### src/rtl/sel_arb_pkg.sv
// Shared sizes, state type and helpers for the select-code arbiter.
package sel_arb_pkg;

   localparam int unsigned NREQ  = 4;
   localparam int unsigned SEL_W = 2;

   typedef enum logic [0:0] {
      IDLE,
      GRANT
   } arb_state_t;

   function automatic logic [NREQ-1:0] onehot(input logic [SEL_W-1:0] code);
      logic [NREQ-1:0] v;
      v       = '0;
      v[code] = 1'b1;
      return v;
   endfunction

endpackage

### src/rtl/sel_rr_pick.sv
// Round-robin search: first set bit of mask starting at (last+1) mod NREQ, wrapping.
module sel_rr_pick
   import sel_arb_pkg::*;
(
   input  logic [NREQ-1:0]  mask,
   input  logic [SEL_W-1:0] last,
   output logic             any,
   output logic [SEL_W-1:0] winner
);

   always_comb begin
      any    = 1'b0;
      winner = '0;
      // i == NREQ wraps back to last itself, so it is searched last
      for (int unsigned i = 1; i <= NREQ; i++) begin
         if (!any && mask[last + SEL_W'(i)]) begin
            any    = 1'b1;
            winner = last + SEL_W'(i);
         end
      end
   end

endmodule

### src/rtl/sel_arbiter.sv
// Four-source round-robin arbiter with hold limit and lock; all outputs registered.
module sel_arbiter
   import sel_arb_pkg::*;
#(
   parameter int unsigned MAX_HOLD = 4
) (
   input  logic             clk,
   input  logic             rst_n,
   input  logic [NREQ-1:0]  req,
   input  logic             lock,
   output logic [SEL_W-1:0] sel,
   output logic             gnt_valid,
   output logic [NREQ-1:0]  gnt
);

   arb_state_t       state_q, state_d;
   logic [SEL_W-1:0] sel_q, sel_d;
   logic [SEL_W-1:0] last_q, last_d;
   logic             gnt_valid_q, gnt_valid_d;
   logic [NREQ-1:0]  gnt_q, gnt_d;
   logic [3:0]       hold_q, hold_d;

   logic [NREQ-1:0]  pick_mask;
   logic             pick_any;
   logic [SEL_W-1:0] pick_code;
   logic             owner_req;
   logic             release_grant;

   assign owner_req = req[sel_q];
   // >= so an owner that held past the limit under lock releases as soon as lock drops
   assign release_grant = !owner_req || ((hold_q >= 4'(MAX_HOLD)) && !lock);
   assign pick_mask = (state_q == GRANT) ? (req & ~onehot(sel_q)) : req;

   sel_rr_pick u_pick (
      .mask   (pick_mask),
      .last   (last_q),
      .any    (pick_any),
      .winner (pick_code)
   );

   always_comb begin
      state_d     = state_q;
      sel_d       = sel_q;
      last_d      = last_q;
      gnt_valid_d = gnt_valid_q;
      hold_d      = hold_q;
      case (state_q)
         IDLE: begin
            if (pick_any) begin
               state_d     = GRANT;
               sel_d       = pick_code;
               last_d      = pick_code;
               gnt_valid_d = 1'b1;
               hold_d      = 4'd1;
            end else begin
               gnt_valid_d = 1'b0;
               hold_d      = 4'd0;
            end
         end
         GRANT: begin
            if (!release_grant) begin
               if (hold_q != 4'hf) hold_d = hold_q + 4'd1;
            end else if (pick_any) begin
               sel_d  = pick_code;
               last_d = pick_code;
               hold_d = 4'd1;
            end else if (owner_req) begin
               hold_d = 4'd1;
            end else begin
               state_d     = IDLE;
               gnt_valid_d = 1'b0;
               hold_d      = 4'd0;
            end
         end
         default: begin
            state_d     = IDLE;
            gnt_valid_d = 1'b0;
         end
      endcase
      gnt_d = gnt_valid_d ? onehot(sel_d) : '0;
   end

   always_ff @(posedge clk) begin
      if (!rst_n) begin
         state_q     <= IDLE;
         sel_q       <= '0;
         last_q      <= SEL_W'(NREQ - 1);
         gnt_valid_q <= 1'b0;
         gnt_q       <= '0;
         hold_q      <= 4'd0;
      end else begin
         state_q     <= state_d;
         sel_q       <= sel_d;
         last_q      <= last_d;
         gnt_valid_q <= gnt_valid_d;
         gnt_q       <= gnt_d;
         hold_q      <= hold_d;
      end
   end

   assign sel       = sel_q;
   assign gnt_valid = gnt_valid_q;
   assign gnt       = gnt_q;

endmodule

### config.mk
export PLATFORM = sky130hd
export DESIGN_NAME = sel_arbiter
export DESIGN_NICKNAME = d
export VERILOG_FILES = /design/src/rtl/sel_arb_pkg.sv /design/src/rtl/sel_rr_pick.sv /design/src/rtl/sel_arbiter.sv
export SDC_FILE = /design/constraint.sdc
export NUM_CORES = 1
export LEC_CHECK = 0
export ABC_AREA = 1
export BUFFER_PORTS_ARGS = -buffer_cell sky130_fd_sc_hd__buf_2
export CELL_PAD_IN_SITES_DETAIL_PLACEMENT = 1
export CELL_PAD_IN_SITES_GLOBAL_PLACEMENT = 2
export CORE_MARGIN = 5
export CORE_UTILIZATION = 33
export CTS_CLUSTER_SIZE = 12
export DETAILED_ROUTE_END_ITERATION = 8
export HOLD_SLACK_MARGIN = 0.03
export PLACE_DENSITY = 0.87
export SLEW_MARGIN = 20
export SYNTH_ARGS = -nofsm -noshare
export SYNTH_HDL_FRONTEND = slang
export SYNTH_SLANG_ARGS = --single-unit
export TNS_END_PERCENT = 20
### constraint.sdc
create_clock -name clk -period 4.3 [get_ports clk]
set_input_delay 0.215 -clock clk [delete_from_list [all_inputs] [get_ports clk]]
set_output_delay 0.215 -clock clk [all_outputs]
set_load 0.01 [all_outputs]
==> results.md, run 1 <==
* Syn nets at 140
* Synthesized area at 931 um2
* DP Worst Slack at 2230 ps
* Power per Cell Area at 796 mW/mm2
* DIE AREA at 0.00398 mm2
* CTS Buffer Depth at 2
* Biggest area consumer among synthesized cells: dfxtp_1
* Global-route wire length before repair at 4.37 mm
* Initial Util at 34.1%
* Clk slew on worst S/H paths at 80 ps
* Vias per cell at 5.32
* Worst path arrival time at 2270 ps
* Cells after synthesis at 132
* Total congestion overflow at 0
* FFs w/ async S/R, synth at 0%
* Cts bufs inserted at 3
* Post-route setup TNS at 0 ps
* CTS Root Cell: clkbuf_4
* Initial antenna violation count at 0
* Core Rows at 19
* Dpl hpwl at 2.09 mm
* Post-synth top cells: nand2_1 (29), nand3_1 (22), dfxtp_1 (14), nor2_1 (13), inv_1 (7)
* RSZ-0062 raised after global routing: false
* Fin crit period at 2090 ps
* H-tree levels at 1
* Max FO, Critical Path at 10
* Filler cell count at 366
* CTS tree: built
* CP Launch Type: flop
* Mean post-synth cell area at 7.05 um2
* Final net count at 156
* Most frequent cell after synthesis: nand2_1
* Yosys cell types at 26
* Final worst slack at 2210 ps
* Crit end category: flop
* Vias in the first global route at 994
* Hold Violations, Final at 0
* Leak at 0.498 nW
* Area Growth Syn to Fin at 13.0%
* Slew HR at 62.4%
* # port buffers at 13
* Post-synth EDFFs at 0
* Share of layout cells above drive strength 1 at 26.5%
* Per-cell routed wire length at 14.0 um
* # setup viols final at 0
* Worst vdd ir at 0.352 mV
* All-Layer GR Usage at 13.8%
* Top cells by area, synth: dfxtp_1 (30%), nand3_1 (12%), nand2_1 (12%), nor2_1 (5.2%), nand3_2 (4.3%)
* Critical Path RT at 4480 ps
* Largest net degree at the start of global routing at 11
* Clock Latency Late Sink at 290 ps
* Sequential area share after synthesis at 30.1%
* Synth top area share at 30.1%
* Fin. max-slew vios at 0
* First DRT Iteration DRCs at 13
* Worst-Margin Slew at 564 ps
* Max_cap viols at 0
* Min-delay worst type: input pin to flop
* Critical path class: flop to flop
* Via Count at 947
* Core area at 0.00273 mm2
* Ys flop type: dfxtp_1
* Die Width at 63.1 um
* Outcome: complete, no violations
* Hold slack at 196 ps
* Ant diodes at 0
* Post-CTS setup buffers at 0
* IO Pins at 14
* # DRC at 0
* Final worst-path cycle share at 48.6%
* Post-detailed-route count of antenna-violating nets at 0
* Area post-placement at 0.00102 mm2
* Die height at 63.1 um
* Post-CTS resize count at 0
* Synth warn at 0
* Layout Skew at 2.44 ps
* Post-route cell area at 0.00105 mm2
* Clock sink total at 14
* F_max at 479 MHz
* Post-Route WL at 2.49 mm
* First drt pass iteration count at 6
* GP Congestion at 0.779
* Final core occ at 38.5%
* Hold Buf Count CTS at 0
* #FFs+latches synth at 14
cells in the final DEF (no fill, tap or decap), types with 3 or more instances in the layout:
master,count
nand2_1,29
nand3_1,22
dfxtp_1,14
nor2_1,13
buf_2,13
inv_1,7
nand2_2,6
inv_2,5
a21oi_1,5
nand3_2,4
o21ai_0,4
o21ai_1,3
nor2_4,3
clkbuf_4,3
routing by layer:
| metal | GRT usage [%] | up-vias | part of all wire, % |
|---|---|---|---|
| met5 | 0 | - | 0 |
| met4 | 7.16 | 0 | 2.3 |
| met3 | 1.60 | 4 | 1.6 |
| met2 | 26.3 | 6 | 55 |
| met1 | 14.5 | 462 | 41 |
| li1 | - | 475 | - |
power by group:
part	switching [mW]	internal (mW)
Clock	0.0447	0.0516
Combinational	0.338	0.176
Sequential	0.0591	0.168
cell families after synthesis:
| family | after synthesis | share of synthesized area (%) |
|---|---|---|
| XOR/XNOR | 2 | 4.71 |
| AO/OA/AOI/OAI | 18 | 11.3 |
| adder cells (fa/ha/maj) | 1 | 1.34 |
| AND/OR/NAND/NOR | 83 | 45.7 |
| flip-flops | 14 | 30.1 |
| buffers and inverters | 14 | 6.86 |
sequential cells by signal (all words and copies together) (netlist names):
signal,flops
gnt,4
state_q,1
last_q,2
hold_q,4
sel,2
gnt_valid,1
worst paths after layout:
| check | cells past startpoint | from | endpoint | slack, ps |
|---|---|---|---|---|
| worst max-delay path | 9 | last_q[0] | gnt[2] | 2210 |
| worst min-delay path | 2 | rst_n | last_q[1] | 200 |
| worst max register to register | 9 | last_q[0] | gnt[2] | 2210 |
| worst min register to register | 2 | hold_q[1] | hold_q[1] | 520 |
worst max-delay path, stage by stage (launching register included):
cell     delay (ps)
dfxtp_1         680
inv_2           160
nand3_1         190
nand3_2         120
nand2_2         140
nand4_1         190
a21oi_1         280
nor2_4           60
nand3_1         100
nor2_1           50
per-stage QoR:
stage | power [mW] | std cells
CTS | 0.848 | 178
global placement | 0.728 | 174
finish | 0.838 | 178
global route | 0.920 | 178
detailed placement | 0.747 | 174
floorplan | 0.634 | 132
layout make-up:
type                       count  area (um2)  share of cell area (%)
multi-input combinational    104         587                    55.8
timing repair buffer          13        65.1                    6.18
inverter                      12        45.0                    4.28
clock buffer                   4        36.3                    3.45
sequential                    14         280                    26.6
tap                           31        38.8                    3.69
(Power assumes the default switching activity.)
==> run 2: changes to the inputs <==
--- a/config.mk
+++ b/config.mk
@@ -5,16 +5,16 @@
 export SDC_FILE = /design/constraint.sdc
 export NUM_CORES = 1
 export LEC_CHECK = 0
-export ABC_AREA = 1
+export ABC_AREA = 0
 export BUFFER_PORTS_ARGS = -buffer_cell sky130_fd_sc_hd__buf_2
 export CELL_PAD_IN_SITES_DETAIL_PLACEMENT = 1
 export CELL_PAD_IN_SITES_GLOBAL_PLACEMENT = 2
 export CORE_MARGIN = 5
-export CORE_UTILIZATION = 33
+export CORE_UTILIZATION = 30
 export CTS_CLUSTER_SIZE = 12
 export DETAILED_ROUTE_END_ITERATION = 8
 export HOLD_SLACK_MARGIN = 0.03
-export PLACE_DENSITY = 0.87
+export PLACE_DENSITY = 0.78
 export SLEW_MARGIN = 20
 export SYNTH_ARGS = -nofsm -noshare
 export SYNTH_HDL_FRONTEND = slang
==> constraint.sdc (replaced) <==
create_clock -name clk -period 1.7 [get_ports clk]
set_input_delay 0.085 -clock clk [delete_from_list [all_inputs] [get_ports clk]]
set_output_delay 0.085 -clock clk [all_outputs]
set_load 0.01 [all_outputs]
==> run 2 against run 1 <==
The flow now finishes with violations (negative setup slack). Area after synthesis is 5.9% lower. Sequential share of layout area fell by 2.6 points. First-iteration DRC count grew 85%. Power increased by 43%. Synthesized cell count shrank 29%. Largest cell class unchanged.
==> results.md, run 2 <==
* Most frequent cells in the layout: buf_4 (22), buf_2 (13), dfxtp_1 (11)
* Fin crit period at 1830 ps (-262 ps)
* Post-detailed-route count of antenna-violating nets at 0 (unchanged)
* Top cells by area, synth: dfxtp_1 (32%), nand2_1 (3.9%), buf_6 (3.9%), mux2i_1 (3.4%), a31oi_1 (2.9%)
* Largest net degree at the start of global routing at 10 (-1)
* Worst path arrival time at 2030 ps (-240 ps)
* Min-delay worst type: input pin to flop
* Worst reg2reg setup slack at -130 ps (-2340 ps)
* Syn nets at 102 (-27%)
* Most common cell after layout, fill and taps aside: buf_4
* CP Launch Type: flop
* CTS tree: built
* Cells after synthesis at 94 (-29%)
* Placed insts at 154 (-11%)
* Vias in the first global route at 943 (-5.1%)
* All-Layer GR Usage at 14.1% (+0.33 points)
* Area post-placement at 0.00108 mm2 (+5.9%)
* Hold Violations, Final at 0 (unchanged)
* Ant diodes at 0 (unchanged)
* Reg-to-reg endpoint: gnt[3]
* Worst-Margin Slew at 312 ps (-251 ps)
* RSZ-0062 raised after global routing: true
* Cts bufs inserted at 3 (unchanged)
* Post-route cell area at 0.00120 mm2 (+14%)
* Mean post-synth cell area at 9.32 um2 (+32%)
* Critical path class: flop to flop
* Critical Path RT at 1900 ps (-2580 ps)
* IO Pins at 14 (unchanged)
* Clock Latency Late Sink at 300 ps (about the same)
* CTS Root Cell: clkbuf_4
* Biggest area consumer among synthesized cells: dfxtp_1
* Total congestion overflow at 0 (unchanged)
* Initial Util at 31.5% (-2.6 points)
* Synthesized area at 876 um2 (-5.9%)
* Non-Filler Instances at 161 (-9.6%)
* Reg2reg start: sel[0]
* Final worst slack at -125 ps (-2340 ps)
* Max stage delay on crit path at 380 ps (-300 ps)
* DIE AREA at 0.00410 mm2 (+2.9%)
* Hold Crit Depth at 4 (+2)
* Synth warn at 0 (unchanged)
* First drt pass iteration count at 4 (-2)
* Filler cell count at 325 (-11%)
* Worst hold start: req[0]
* # DRC at 0 (unchanged)
* Ys flop type: dfxtp_1
* Cells along the critical path: mux2_4, o22a_1, a221oi_2, o221ai_2, a22o_1, and3b_1
* FF/Latch Area at 289 um2 (+3.1%)
* Final core occ at 43.3% (+4.8 points)
* Hold slack at 245 ps (+49.1 ps)
* H-tree levels at 1 (unchanged)
* Yosys cell types at 44 (+69%)
* First DRT Iteration DRCs at 24 (+11)
* Most frequent cell after synthesis: dfxtp_1
* Core Rows at 19 (unchanged)
* Layout Skew at 2.55 ps (+0.109 ps)
* Critical path's slowest cell: dfxtp_4
* F_max at 548 MHz (+14%)
* Synth top area share at 32.0% (+1.9 points)
* Slew HR at 79.1% (+17 points)
* Initial antenna violation count at 0 (unchanged)
* CP Buf/Inv Count at 0 (-1)
* CTS Buffer Depth at 2 (unchanged)
* Final net count at 139 (-11%)
* Post-synth top cells: dfxtp_1 (14), nand2_1 (9), nor2_1 (5)
* Leak at 0.516 nW (+3.7%)
* Max FO, Critical Path at 5 (-5)
* # setup viols final at 6 (+6)
* Clk slew on worst S/H paths at 100 ps (+20 ps)
* Vias per cell at 5.54 (+4.1%)
* Final worst-path cycle share at 107% (+59 points)
* Worst vdd ir at 0.761 mV (+120%)
* Post-Route WL at 2.76 mm (+10%)
* Hold Path Sink: last_q[0]
* CP top delay family: compound AO/OA/AOI/OAI gates
* Die Width at 64.0 um (+1.5%)
* Power per Cell Area at 998 mW/mm2 (+25%)
* Outcome: complete, but fails checks
* Post-synth EDFFs at 0 (unchanged)
* Crit end category: flop
* Global-route wire length before repair at 4.49 mm (+2.7%)
* Via Count at 892 (-5.8%)
* Overall Power at 1.20 mW (+43%)
* Core area at 0.00278 mm2 (+1.7%)
* Fin. max-slew vios at 0 (unchanged)
* Area occupied by multi-input gates at 573 um2 (-2.3%)
* GP Congestion at 0.803 (+3.2%)
* Area Growth Syn to Fin at 37.4%
* Share of layout cells above drive strength 1 at 47.7% (+21 points)
* Per-cell routed wire length at 17.1 um (+22%)
* Cells on worst reg2reg path at 6 (-3)
* Die height at 64.0 um (+1.5%)
* #FFs+latches synth at 14 (unchanged)
* Sequential area share after synthesis at 32.0% (+1.9 points)
* Clock sink total at 14 (unchanged)
* # port buffers at 13 (unchanged)
* CP Launch Point: sel[0]
* Failing checks: negative setup slack
* Dpl hpwl at 2.11 mm (+0.99%)
* Max_cap viols at 0 (unchanged)
* FFs w/ async S/R, synth at 0% (unchanged)
## run 2: cell count changes after synthesis, sizes merged, moves of 4 or more
cell | before | now
nand2 | 35 | 9
o21ai | 7 | 1
inv | 12 | 4
nor2 | 17 | 5
a31oi | 0 | 4
nand3 | 27 | 4
## run 2: worst max path at each step
| stage | endpoint | slack [ps] | cells after the start |
|---|---|---|---|
| 6_report | gnt[3] | -130 | 6 |
| 5_1_grt | gnt[3] | -240 | 6 |
| 4_1_cts | gnt[3] | -140 | 6 |
| 3_5_place_dp | gnt[3] | -270 | 6 |
| 3_3_place_gp | gnt[3] | -200 | 5 |
| 2_1_floorplan | gnt[3] | -140 | 7 |
## run 2: repair_timing
action | 4_1_cts | 5_1_grt
setup buffers | 2 | 0
hold buffers | 1 | 0
pin swaps | 2 | 4
resized for setup | 8 | 8
hold endpoints to repair | 2 | 0
endpoints found under the setup margin | 9 | 9
## run 2: report_power, final
| part | internal (mW) | total, mW | switching (mW) |
|---|---|---|---|
| clock | 0.131 | 0.263 | 0.133 |
| combinational | 0.264 | 0.521 | 0.257 |
| sequential | 0.374 | 0.416 | 0.0425 |
## run 2: worst reg2reg max path: stages, from the launching register on
cell and delay [ps]:
dfxtp_4 380, mux2_4 300, o22a_1 190, a221oi_2 280
o221ai_2 140, a22o_1 240, and3b_1 180
## run 2: layout make-up
| cell class | count | share of cell area (%) |
|---|---|---|
| multi-input combinational | 71 | 47.6 |
| timing repair buffer | 37 | 20.9 |
| tap | 31 | 3.22 |
| clock buffer | 4 | 3.01 |
| inverter | 4 | 1.25 |
| sequential | 14 | 24.0 |
## run 2: metal layers
layer	wire length, um	track usage [%]	vias to the layer above	share of wire, %
li1	-	-	436	-
met1	1200	15.4	433	43
met2	1410	25.3	16	51
met3	64	3.33	7	2.3
met4	80	7.01	0	2.9
met5	0	0	-	0
## run 2: cell families after synthesis
| kind of cell | synth area share [%] |
|---|---|
| AOI/OAI and AO/OA | 31.0 |
| DFF | 32.0 |
| muxes | 6.43 |
| adders and majority gates | 1.43 |
| and+or+nand+nor | 20.3 |
| buffers and inverters | 8.86 |
## run 2: through the flow
step | TNS, ps | worst slack, ps
final | -395 | -125
after global routing | -1270 | -239
after CTS | -499 | -138
after detailed placement | -1320 | -269
after global placement | -964 | -198
after floorplan | -490 | -143
